$ cat src/rtl/pfmem_arbiter_pkg.sv
// pfmem_arbiter_pkg
// Shared definitions for the prefetch/memory Wishbone arbiter.
//   owner_e       : bus owner state; the encoding is driven straight onto o_grant
//   STARVE_LIMIT_DEFAULT : default prefetch wait count that forces a prefetch grant
//   STARVE_CNT_W  : width of the starvation counter
package pfmem_arbiter_pkg;

    typedef enum logic [1:0] {
        IDLE  = 2'b00,
        GNT_D = 2'b01,
        GNT_P = 2'b10
    } owner_e;

    localparam int STARVE_LIMIT_DEFAULT = 16;
    localparam int STARVE_CNT_W         = 8;

endpackage

$ cat src/rtl/pfmem_arbiter_if.sv
// pfmem_arbiter_if
// Bundles the three Wishbone sides seen by the arbiter:
//   data master     : i_d_* requests, o_d_* responses
//   prefetch master : i_p_* requests (read-only), o_p_* responses
//   shared bus      : o_wb_* requests, i_wb_* responses
//   o_grant         : current owner (00 idle, 01 data, 10 prefetch)
// Modport slave is the arbiter's view; master is the view of whatever drives
// the two masters and models the shared bus slave.
interface pfmem_arbiter_if #(
    parameter int AW = 30,
    parameter int DW = 32
);
    logic            i_d_cyc, i_d_stb, i_d_we;
    logic [AW-1:0]   i_d_addr;
    logic [DW-1:0]   i_d_data;
    logic [DW/8-1:0] i_d_sel;
    logic            o_d_stall, o_d_ack, o_d_err;
    logic [DW-1:0]   o_d_data;

    logic            i_p_cyc, i_p_stb;
    logic [AW-1:0]   i_p_addr;
    logic            o_p_stall, o_p_ack, o_p_err;
    logic [DW-1:0]   o_p_data;

    logic            o_wb_cyc, o_wb_stb, o_wb_we;
    logic [AW-1:0]   o_wb_addr;
    logic [DW-1:0]   o_wb_data;
    logic [DW/8-1:0] o_wb_sel;
    logic            i_wb_stall, i_wb_ack, i_wb_err;
    logic [DW-1:0]   i_wb_data;

    logic [1:0]      o_grant;

    modport slave (
        input  i_d_cyc, i_d_stb, i_d_we, i_d_addr, i_d_data, i_d_sel,
        output o_d_stall, o_d_ack, o_d_err, o_d_data,
        input  i_p_cyc, i_p_stb, i_p_addr,
        output o_p_stall, o_p_ack, o_p_err, o_p_data,
        output o_wb_cyc, o_wb_stb, o_wb_we, o_wb_addr, o_wb_data, o_wb_sel,
        input  i_wb_stall, i_wb_ack, i_wb_err, i_wb_data,
        output o_grant
    );

    modport master (
        output i_d_cyc, i_d_stb, i_d_we, i_d_addr, i_d_data, i_d_sel,
        input  o_d_stall, o_d_ack, o_d_err, o_d_data,
        output i_p_cyc, i_p_stb, i_p_addr,
        input  o_p_stall, o_p_ack, o_p_err, o_p_data,
        input  o_wb_cyc, o_wb_stb, o_wb_we, o_wb_addr, o_wb_data, o_wb_sel,
        output i_wb_stall, i_wb_ack, i_wb_err, i_wb_data,
        input  o_grant
    );
endinterface

$ cat src/rtl/pfmem_arbiter_starve_counter.sv
// starve_counter
// Counts cycles the prefetch master spends waiting behind a data grant.
//   i_clk, i_reset_n : clock, synchronous active-low reset
//   i_inc            : data owns the bus while prefetch requests
//   i_clr            : prefetch owns the bus or is not requesting (wins over i_inc)
//   o_count          : current count, saturates at LIMIT
module starve_counter
    import pfmem_arbiter_pkg::*;
#(
    parameter int LIMIT = STARVE_LIMIT_DEFAULT
) (
    input  logic                    i_clk,
    input  logic                    i_reset_n,
    input  logic                    i_inc,
    input  logic                    i_clr,
    output logic [STARVE_CNT_W-1:0] o_count
);

    localparam logic [STARVE_CNT_W-1:0] LIM = STARVE_CNT_W'(LIMIT);

    logic [STARVE_CNT_W-1:0] cnt_q, cnt_d;

    always_comb begin
        cnt_d = cnt_q;
        if (i_clr)
            cnt_d = '0;
        else if (i_inc && cnt_q != LIM)
            cnt_d = cnt_q + 1'b1;
    end

    always_ff @(posedge i_clk) begin
        if (!i_reset_n)
            cnt_q <= '0;
        else
            cnt_q <= cnt_d;
    end

    assign o_count = cnt_q;

endmodule

$ cat src/rtl/pfmem_arbiter.sv
// pfmem_arbiter
// Two-master Wishbone arbiter: a data (memory-unit) master and a read-only
// prefetch master share one bus. Ownership is a registered FSM; all bus and
// response routing is combinational from the owner, so an owner dropping cyc
// frees the bus in that same cycle and a new owner appears one cycle later.
//   i_clk, i_reset_n : clock, synchronous active-low reset
//   bus              : pfmem_arbiter_if.slave (data, prefetch, shared bus, o_grant)
module pfmem_arbiter
    import pfmem_arbiter_pkg::*;
#(
    parameter int AW           = 30,
    parameter int DW           = 32,
    parameter int STARVE_LIMIT = STARVE_LIMIT_DEFAULT
) (
    input  logic            i_clk,
    input  logic            i_reset_n,
    pfmem_arbiter_if.slave  bus
);

    localparam logic [AW-1:0]   ADDR_ZERO = '0;
    localparam logic [DW-1:0]   DATA_ZERO = '0;
    localparam logic [DW/8-1:0] SEL_NONE  = '0;
    localparam logic [DW/8-1:0] SEL_ALL   = '1;
    localparam logic [STARVE_CNT_W-1:0] LIM = STARVE_CNT_W'(STARVE_LIMIT);

    owner_e state_q, state_d;
    owner_e own;          // owner as seen by the outputs
    logic   owner_cyc;    // registered owner's cyc (for state hold)
    logic   bus_cyc;
    logic   favor_p;
    logic [STARVE_CNT_W-1:0] starve_cnt;

    starve_counter #(.LIMIT(STARVE_LIMIT)) u_starve (
        .i_clk     (i_clk),
        .i_reset_n (i_reset_n),
        .i_inc     (state_q == GNT_D && bus.i_p_cyc),
        .i_clr     (state_q == GNT_P || !bus.i_p_cyc),
        .o_count   (starve_cnt)
    );

    assign favor_p = (starve_cnt == LIM);

    // Next owner: hold while the owner keeps cyc, otherwise rearbitrate.
    always_comb begin
        state_d   = state_q;
        owner_cyc = 1'b0;
        case (state_q)
            GNT_D:   owner_cyc = bus.i_d_cyc;
            GNT_P:   owner_cyc = bus.i_p_cyc;
            default: owner_cyc = 1'b0;
        endcase
        if (!owner_cyc) begin
            if (bus.i_d_cyc && !favor_p)
                state_d = GNT_D;
            else if (bus.i_p_cyc)
                state_d = GNT_P;
            else if (bus.i_d_cyc)
                state_d = GNT_D;
            else
                state_d = IDLE;
        end
    end

    always_ff @(posedge i_clk) begin
        if (!i_reset_n)
            state_q <= IDLE;
        else
            state_q <= state_d;
    end

    // While reset is held the outputs already look idle, so nothing leaks
    // from a grant that the reset edge is about to abandon.
    assign own = i_reset_n ? state_q : IDLE;

    always_comb begin
        bus_cyc        = 1'b0;
        bus.o_wb_stb   = 1'b0;
        bus.o_wb_we    = 1'b0;
        bus.o_wb_addr  = ADDR_ZERO;
        bus.o_wb_data  = DATA_ZERO;
        bus.o_wb_sel   = SEL_NONE;
        bus.o_d_stall  = 1'b1;
        bus.o_p_stall  = 1'b1;
        case (own)
            GNT_D: begin
                bus_cyc       = bus.i_d_cyc;
                bus.o_wb_stb  = bus.i_d_cyc & bus.i_d_stb;
                bus.o_wb_we   = bus.i_d_we;
                bus.o_wb_addr = bus.i_d_addr;
                bus.o_wb_data = bus.i_d_data;
                bus.o_wb_sel  = bus.i_d_sel;
                bus.o_d_stall = bus.i_wb_stall;
            end
            GNT_P: begin
                bus_cyc       = bus.i_p_cyc;
                bus.o_wb_stb  = bus.i_p_cyc & bus.i_p_stb;
                bus.o_wb_addr = bus.i_p_addr;
                bus.o_wb_sel  = SEL_ALL;
                bus.o_p_stall = bus.i_wb_stall;
            end
            default: ;
        endcase
    end

    // Responses only reach the owner and only while its cycle is open;
    // late acks after an abort fall on the floor.
    assign bus.o_wb_cyc = bus_cyc;
    assign bus.o_d_ack  = (own == GNT_D) && bus_cyc && bus.i_wb_ack;
    assign bus.o_d_err  = (own == GNT_D) && bus_cyc && bus.i_wb_err;
    assign bus.o_p_ack  = (own == GNT_P) && bus_cyc && bus.i_wb_ack;
    assign bus.o_p_err  = (own == GNT_P) && bus_cyc && bus.i_wb_err;
    assign bus.o_d_data = bus.i_wb_data;
    assign bus.o_p_data = bus.i_wb_data;
    assign bus.o_grant  = own;

endmodule

$ cat src/flat_wrapper.sv
// flat-port wrapper written by rule: the top's interface ports become plain ports
module pfmem_arbiter_flat import pfmem_arbiter_pkg::*;
#(
    parameter int AW           = 30,
    parameter int DW           = 32,
    parameter int STARVE_LIMIT = STARVE_LIMIT_DEFAULT
)
  (i_clk, i_reset_n, bus_i_d_cyc, bus_i_d_stb, bus_i_d_we, bus_i_d_addr, bus_i_d_data, bus_i_d_sel, bus_o_d_stall, bus_o_d_ack, bus_o_d_err, bus_o_d_data, bus_i_p_cyc, bus_i_p_stb, bus_i_p_addr, bus_o_p_stall, bus_o_p_ack, bus_o_p_err, bus_o_p_data, bus_o_wb_cyc, bus_o_wb_stb, bus_o_wb_we, bus_o_wb_addr, bus_o_wb_data, bus_o_wb_sel, bus_i_wb_stall, bus_i_wb_ack, bus_i_wb_err, bus_i_wb_data, bus_o_grant);
  pfmem_arbiter_if #(.AW(AW), .DW(DW)) bus_i ();
  input  logic i_clk;
  input  logic i_reset_n;
  input wire logic [$bits(bus_i.i_d_cyc)-1:0] bus_i_d_cyc;
  input wire logic [$bits(bus_i.i_d_stb)-1:0] bus_i_d_stb;
  input wire logic [$bits(bus_i.i_d_we)-1:0] bus_i_d_we;
  input wire logic [$bits(bus_i.i_d_addr)-1:0] bus_i_d_addr;
  input wire logic [$bits(bus_i.i_d_data)-1:0] bus_i_d_data;
  input wire logic [$bits(bus_i.i_d_sel)-1:0] bus_i_d_sel;
  output wire logic [$bits(bus_i.o_d_stall)-1:0] bus_o_d_stall;
  output wire logic [$bits(bus_i.o_d_ack)-1:0] bus_o_d_ack;
  output wire logic [$bits(bus_i.o_d_err)-1:0] bus_o_d_err;
  output wire logic [$bits(bus_i.o_d_data)-1:0] bus_o_d_data;
  input wire logic [$bits(bus_i.i_p_cyc)-1:0] bus_i_p_cyc;
  input wire logic [$bits(bus_i.i_p_stb)-1:0] bus_i_p_stb;
  input wire logic [$bits(bus_i.i_p_addr)-1:0] bus_i_p_addr;
  output wire logic [$bits(bus_i.o_p_stall)-1:0] bus_o_p_stall;
  output wire logic [$bits(bus_i.o_p_ack)-1:0] bus_o_p_ack;
  output wire logic [$bits(bus_i.o_p_err)-1:0] bus_o_p_err;
  output wire logic [$bits(bus_i.o_p_data)-1:0] bus_o_p_data;
  output wire logic [$bits(bus_i.o_wb_cyc)-1:0] bus_o_wb_cyc;
  output wire logic [$bits(bus_i.o_wb_stb)-1:0] bus_o_wb_stb;
  output wire logic [$bits(bus_i.o_wb_we)-1:0] bus_o_wb_we;
  output wire logic [$bits(bus_i.o_wb_addr)-1:0] bus_o_wb_addr;
  output wire logic [$bits(bus_i.o_wb_data)-1:0] bus_o_wb_data;
  output wire logic [$bits(bus_i.o_wb_sel)-1:0] bus_o_wb_sel;
  input wire logic [$bits(bus_i.i_wb_stall)-1:0] bus_i_wb_stall;
  input wire logic [$bits(bus_i.i_wb_ack)-1:0] bus_i_wb_ack;
  input wire logic [$bits(bus_i.i_wb_err)-1:0] bus_i_wb_err;
  input wire logic [$bits(bus_i.i_wb_data)-1:0] bus_i_wb_data;
  output wire logic [$bits(bus_i.o_grant)-1:0] bus_o_grant;
  assign bus_i.i_d_cyc = bus_i_d_cyc;
  assign bus_i.i_d_stb = bus_i_d_stb;
  assign bus_i.i_d_we = bus_i_d_we;
  assign bus_i.i_d_addr = bus_i_d_addr;
  assign bus_i.i_d_data = bus_i_d_data;
  assign bus_i.i_d_sel = bus_i_d_sel;
  assign bus_o_d_stall = bus_i.o_d_stall;
  assign bus_o_d_ack = bus_i.o_d_ack;
  assign bus_o_d_err = bus_i.o_d_err;
  assign bus_o_d_data = bus_i.o_d_data;
  assign bus_i.i_p_cyc = bus_i_p_cyc;
  assign bus_i.i_p_stb = bus_i_p_stb;
  assign bus_i.i_p_addr = bus_i_p_addr;
  assign bus_o_p_stall = bus_i.o_p_stall;
  assign bus_o_p_ack = bus_i.o_p_ack;
  assign bus_o_p_err = bus_i.o_p_err;
  assign bus_o_p_data = bus_i.o_p_data;
  assign bus_o_wb_cyc = bus_i.o_wb_cyc;
  assign bus_o_wb_stb = bus_i.o_wb_stb;
  assign bus_o_wb_we = bus_i.o_wb_we;
  assign bus_o_wb_addr = bus_i.o_wb_addr;
  assign bus_o_wb_data = bus_i.o_wb_data;
  assign bus_o_wb_sel = bus_i.o_wb_sel;
  assign bus_i.i_wb_stall = bus_i_wb_stall;
  assign bus_i.i_wb_ack = bus_i_wb_ack;
  assign bus_i.i_wb_err = bus_i_wb_err;
  assign bus_i.i_wb_data = bus_i_wb_data;
  assign bus_o_grant = bus_i.o_grant;
  pfmem_arbiter #(.AW(AW), .DW(DW), .STARVE_LIMIT(STARVE_LIMIT)) u_core (.i_clk(i_clk), .i_reset_n(i_reset_n), .bus(bus_i));
endmodule
$ cat config.mk
export PLATFORM = sky130hd
export DESIGN_NAME = pfmem_arbiter_flat
export DESIGN_NICKNAME = d
export VERILOG_FILES = /design/src/rtl/pfmem_arbiter_pkg.sv /design/src/rtl/pfmem_arbiter_if.sv /design/src/rtl/pfmem_arbiter_starve_counter.sv /design/src/rtl/pfmem_arbiter.sv /design/src/flat_wrapper.sv
export SDC_FILE = /design/constraint.sdc
export NUM_CORES = 1
export LEC_CHECK = 0
export CAP_MARGIN = 20
export CORE_AREA = 2 2 108 110
export DETAILED_ROUTE_END_ITERATION = 6
export DIE_AREA = 0 0 110 112
export PLACE_DENSITY = 0.71
export SYNTH_ARGS = -nofsm -noshare
export SYNTH_HDL_FRONTEND = slang
export SYNTH_SLANG_ARGS = --single-unit
$ cat constraint.sdc
create_clock -name i_clk -period 3 [get_ports i_clk]
set_clock_uncertainty 0.1 [all_clocks]
set_input_delay 0.6 -clock i_clk [delete_from_list [all_inputs] [get_ports i_clk]]
set_output_delay 0.6 -clock i_clk [all_outputs]
set_load 0.1 [all_outputs]
# After elaboration in Yosys (flattened, before gate mapping)
# Index checks and enable logic that the tools add are counted.
[op_classes] addsub=1 eq_ne=6 muxes=13 bitwise=3 reduce_logical=13
[ops] operator="one-hot mux 30 bit (2 select lines)" count=1
[ops] operator="two-way mux 32 bit" count=1
[ops] operator="logical AND 1 bit" count=9
[ops] operator="adder 8 x 1 -> 8 bit, second input constant" count=1
[ops] operator="== test 8 x 5 -> 1 bit, second input constant" count=1
[ops] operator="inequality test 8 x 5 -> 1 bit, second input constant" count=1
[ops] operator="one-hot mux 4 bit (2 select lines)" count=1
[ops] operator="two-way mux 2 bit" count=3
[ops] operator="one-hot mux 1 bit (2 select lines)" count=3
[ops] operator="== test 2 x 1 -> 1 bit, second input constant" count=2
[ops] operator="== test 2 bit, second input constant" count=2
[ops] operator="two-way mux 1 bit" count=4
[ops] operator="bitwise AND 1 bit" count=2
[ops] operator="logical NOT 1 bit" count=2
[ops] operator="OR reduction 2 bit" count=1
[ops] operator="logical OR 1 bit" count=1
[ops] operator="NOT 1 bit" count=1
[word_totals] regBits=10 output_inout_bits=141 word_cells=38

# Depth between registers and ports, before layout
[logic_depth] word_depth=5 ltp_mapped=7 mapped_depth_nobuf=6

# Modules after synthesis
# From an unflattened synthesis, not the netlist that was laid out.
[hier_totals] cells_unflattened=264 area_unflattened_um2=1798.0
[by_module_without_submodules] module="pfmem_arbiter" n_inst=1 cells_per_inst=216 area_per_inst_um2=1388.8 seq_area_each_um2=40.0
[by_module_without_submodules] module="starve_counter" n_inst=1 cells_per_inst=48 area_per_inst_um2=409.1 seq_area_each_um2=160.2

# Worst setup path before layout
# No wires, ideal clock.
[synth_timing] path_type="input -> output" from="in i_reset_n" to="out bus_o_wb_stb" arrival_ns=3.658 required_time_ns=2.300 setup_slack_ns=-1.358 cell_stages=7 path_buffers=2 path_cell_list="nand2_1 inv_1 ha_1 buf_2 buf_1 nand3_1 a21oi_1"
[synth_via] elab_chain_cells=3
[synth_rtl] element="from (decl)" line_no="flat_wrapper.sv:11" rtl="input logic i_reset_n;"
[synth_rtl] element="two-way mux 2 bit *" line_no="pfmem_arbiter.sv:73" rtl="assign own = i_reset_n ? state_q : IDLE;"
[synth_rtl] element="net bus_o_grant[1]" line_no="flat_wrapper.sv:39" rtl="output wire logic [$bits(bus_i.o_grant)-1:0] bus_o_grant;"
[synth_rtl] element="== test 2 bit or == test 2 x 1 -> 1 bit (tied branches)" line_no="pfmem_arbiter.sv:84" rtl="case (own)"
[synth_rtl] element="one-hot mux 1 bit (2 select lines) *" line_no="pfmem_arbiter.sv:84"
[synth_rtl] element="to (decl)" line_no="flat_wrapper.sv:30" rtl="output wire logic [$bits(bus_i.o_wb_stb)-1:0] bus_o_wb_stb;"
# The timed path passes the listed nets; every way through them passes the cells marked *.

# Worst setup path after layout
[layout_timing] from="in i_reset_n" to="out bus_o_d_ack"
[layout_via] elab_chain_cells=5
[layout_rtl] element="two-way mux 2 bit *" line_no="pfmem_arbiter.sv:73"
[layout_rtl] element="== test 2 bit or == test 2 x 1 -> 1 bit (tied branches)" line_no="pfmem_arbiter.sv:84, pfmem_arbiter.sv:108"
[layout_rtl] element="one-hot mux 1 bit (2 select lines)" line_no="pfmem_arbiter.sv:84"
[layout_rtl] element="logical AND 1 bit * (2 in a row)" line_no="pfmem_arbiter.sv:108" rtl="assign bus.o_d_ack = (own == GNT_D) && bus_cyc && bus.i_wb_ack;"
[layout_rtl] element="to (decl)" line_no="flat_wrapper.sv:19" rtl="output wire logic [$bits(bus_i.o_d_ack)-1:0] bus_o_d_ack;"
# Mark *: on every way between the ends. The rest lies on a longest branch, timed or not.

==> reports/qor.csv <==
stage,metric,value,unit
logic_synthesis,"top cells by area, synth","buf_4 (27%), a22oi_1 (13%), and2_1 (13%)",
logic_synthesis,Unique masters post-synth,31,
placed_design,Final Wtd Congestion,0.785,
clock_network,CTS tree,yes,
logic_synthesis,Synth Instances,267,
clock_network,"Clk Latency, worst-skew pair",0.24,ns
sta,fmax,356,MHz
cells_and_area,"commonest cells after routing, fill and taps aside","clkdlybuf4s50_1 (104), buf_12 (80), nor2_4 (35), and2_2 (35), a22oi_1 (25)",
sta,final hold slack,0.402,ns
detailed_routing,DRC,0,
logic_synthesis,Mapped Area,1800,µm²
cells_and_area,layout cells sized above 1,48.2,%
power,leak pwr,1.58,nW
setup_path,cells on worst reg2reg path,5,
setup_path,Setup crit end kind,primary output,
logic_synthesis,Synth Area per Inst,6.73,µm²
placed_design,Port Buffers,182,
logic_synthesis,Synth Area in Adders,4.18,%
clock_network,Clock Sinks,10,
cells_and_area,layout net count,530,
logic_synthesis,top-area cell type share of the netlist area,26.7,%
logic_synthesis,Simple-Gate Fraction of Synth Area,30.5,%
die,IO Count,279,
worst_hold_path,Min-Delay Path Depth,2,
global_route,antenna violations before repair,1,
setup_path,worst endpoint required time,2.30,ns
clock_network,TritonCTS buffer count,3,
setup_path,Startpoint Class,primary input,
clock_network,Worst-path clk slew,0.04,ns
clock_network,clock buffer depth,2,
cells_and_area,Layout area overhead,160,%
logic_synthesis,"Warnings, synthesis",0,
detailed_routing,iteration-0 DRC count of the detailed router,117,
detailed_routing,drt pass-1 iters,4,
sta,Final period util,93.5,%
global_route,gr usage total,12.4,%
sta,endpoints failing setup,0,
detailed_routing,Routed WL per cell,15.3,µm
run,maxcap violations,0,
clock_network,H-Tree Depth,1,
detailed_routing,post-DR vias/cell,4.22,
worst_hold_path,hold crit path type,reg -> reg,
logic_synthesis,"Top FF cell, synth",dfxtp_1,
die,Core Rows,39,
sta,Final Hold Viols,0,
sta,Rel. slew slack,51.5,%
cells_and_area,"Design Area, Final",4670,µm²
cells_and_area,"non-filler cells, final",527,
sta,Final Max Slew Viols,0,
logic_synthesis,largest family of logic cells by synthesized area,buffers and inverters,
cells_and_area,# diodes,0,
detailed_routing,Detailed Route WL,8.08,mm
worst_hold_path,worst hold start,u_core.u_starve.o_count[1],
logic_synthesis,Synth Area in XOR/XNOR,0,%
setup_path,crit path max fanout,4,
placed_design,Placed Cells,523,
die,die area,12300,µm²
die,Core Area,11200,µm²
sta,setup TNS,0,ns
global_route,total gr overflow,0,
clock_network,"Hold-fix buffers, CTS",0,
logic_synthesis,Synth Net Count,411,
logic_synthesis,sequential area share after synthesis,11.1,%
global_route,first-pass GRT wire length,12.2,mm
setup_path,reg2reg end,u_core.u_starve.o_count[5],
global_route,vias in the first global route,2387,
placed_design,DP Area,4530,µm²
power,peak supply drop,0.206,mV
worst_hold_path,Hold Crit Endpoint,u_core.u_starve.o_count[1],
sta,RSZ-0062 raised after global routing,no,
placed_design,HPWL after DPL,6.54,mm
setup_path,r2r startpoint,u_core.state_q[1],
status,status,"complete, no violations",
die,Die Wd,110,µm
cells_and_area,"most common cell after layout, fill and taps aside",clkdlybuf4s50_1,
logic_synthesis,mux contribution to synthesized area,1.11,%
power,Pwr Density,197,nW/µm²
setup_path,"Worst Path Class, Setup",in -> out,
sta,Period minus WS final,2.81,ns
die,Die Ht,112,µm
logic_synthesis,Post-synth EDFFs,0,
detailed_routing,Post-DRT Antenna Nets,0,
sta,Worst Tran Pin Value,0.718,ns
setup_path,r2r setup slk,1.19,ns
logic_synthesis,Compound-Gate Fraction of Synth Area,21.2,%
detailed_routing,total vias in the final route,2223,
global_route,pin count of the biggest net entering global routing,44,
die,Starting Density,16.1,%
logic_synthesis,fraction of registers with async set/reset,0,%
logic_synthesis,largest area contributor in the netlist,buf_4,
logic_synthesis,synthesis-stage register bit count,10,
setup_path,CP arrival,2.11,ns
clock_network,Root Buffer,clkbuf_16,
-- through the flow --
step / utilization [%] / setup slack [ns] / total power (W)
after floorplan: - / -0.127 / 0.000824
after global placement: 40.6 / -0.142 / 0.000669
after detailed placement: 40.6 / -0.148 / 0.000675
after CTS: 41.8 / 0.182 / 0.000925
after global routing: 41.8 / 0.128 / 0.000949
final: 41.8 / 0.194 / 0.000920
-- worst max path at each step --
stage | slack, ns | end | startpoint
finish | 0.19 | bus_o_d_ack | i_reset_n
floorplan | -0.13 | bus_o_wb_stb | i_reset_n
detailed placement | -0.15 | bus_o_wb_cyc | i_reset_n
global route | 0.13 | bus_o_wb_stb | i_reset_n
CTS | 0.18 | bus_o_wb_stb | i_reset_n
global placement | -0.14 | bus_o_wb_cyc | i_reset_n
-- what timing repair did --
| action | 4_1_cts | 5_1_grt |
|---|---|---|
| endpoints found under the setup margin | 38 | 0 |
| resized for setup | 14 | 0 |
| buffers inserted | 1 | 0 |
-- critical path, cell delays in order --
cell	delay, ns
dlygate4sd2_1	0.26
buf_6	0.13
nand2_8	0.07
clkinvlp_4	0.10
ha_4	0.27
nor3b_2	0.29
and2_4	0.21
buf_12	0.16
-- per-layer routing --
| layer | track usage (%) | vias to the layer above | share of wire [%] |
|---|---|---|---|
| li1 | - | 1081 | - |
| met1 | 13.7 | 1008 | 36 |
| met2 | 23.1 | 114 | 51 |
| met3 | 3.34 | 18 | 11 |
| met4 | 2.78 | 2 | 1.2 |
| met5 | 0 | - | 0.12 |
-- power breakdown --
| group | total (W) | internal, W | switching, W |
|---|---|---|---|
| sequential | 0.000138 | 0.000135 | 0.00000243 |
| combinational | 0.000543 | 0.000252 | 0.000291 |
| clock | 0.000239 | 0.000173 | 0.0000660 |
-- cells in the mapped netlist (2+ instances only) --
cell type / instances
nand2b_1: 2
or4_1: 2
nand2_1: 10
dfxtp_1: 10
clkbuf_1: 13
ha_1: 6
buf_2: 2
mux2i_1: 2
nor2_1: 35
inv_1: 7
nand3_1: 6
a21oi_1: 14
or3_1: 3
and2_1: 37
nor3b_1: 3
buf_1: 2
a22oi_1: 32
o21ai_0: 3
o31ai_1: 2
nand4_1: 2
buf_4: 64
-- final cells by class --
| cell class | instances | area [µm²] |
|---|---|---|
| Multi-Input combinational cell | 169 | 1440 |
| Fill cell | 1030 | 6500 |
| Tap cell | 143 | 179 |
| Inverter | 7 | 33.8 |
| Timing Repair Buffer | 195 | 2740 |
| Sequential cell | 10 | 200 |
| Clock buffer | 3 | 75.1 |
-- cells by family (layout without fill, tap and decap cells) --
group	Yosys count	count (layout)
compound gates	56	56
fa+ha+maj	6	6
buf+inv	88	205
flops	10	10
mux	2	2
simple gates	105	105
-- registers in the layout (all words and copies together), names as in the netlist --
name,flops
u_core.state_q,2
u_core.u_starve.o_count,8
(Power assumes the default switching activity.)
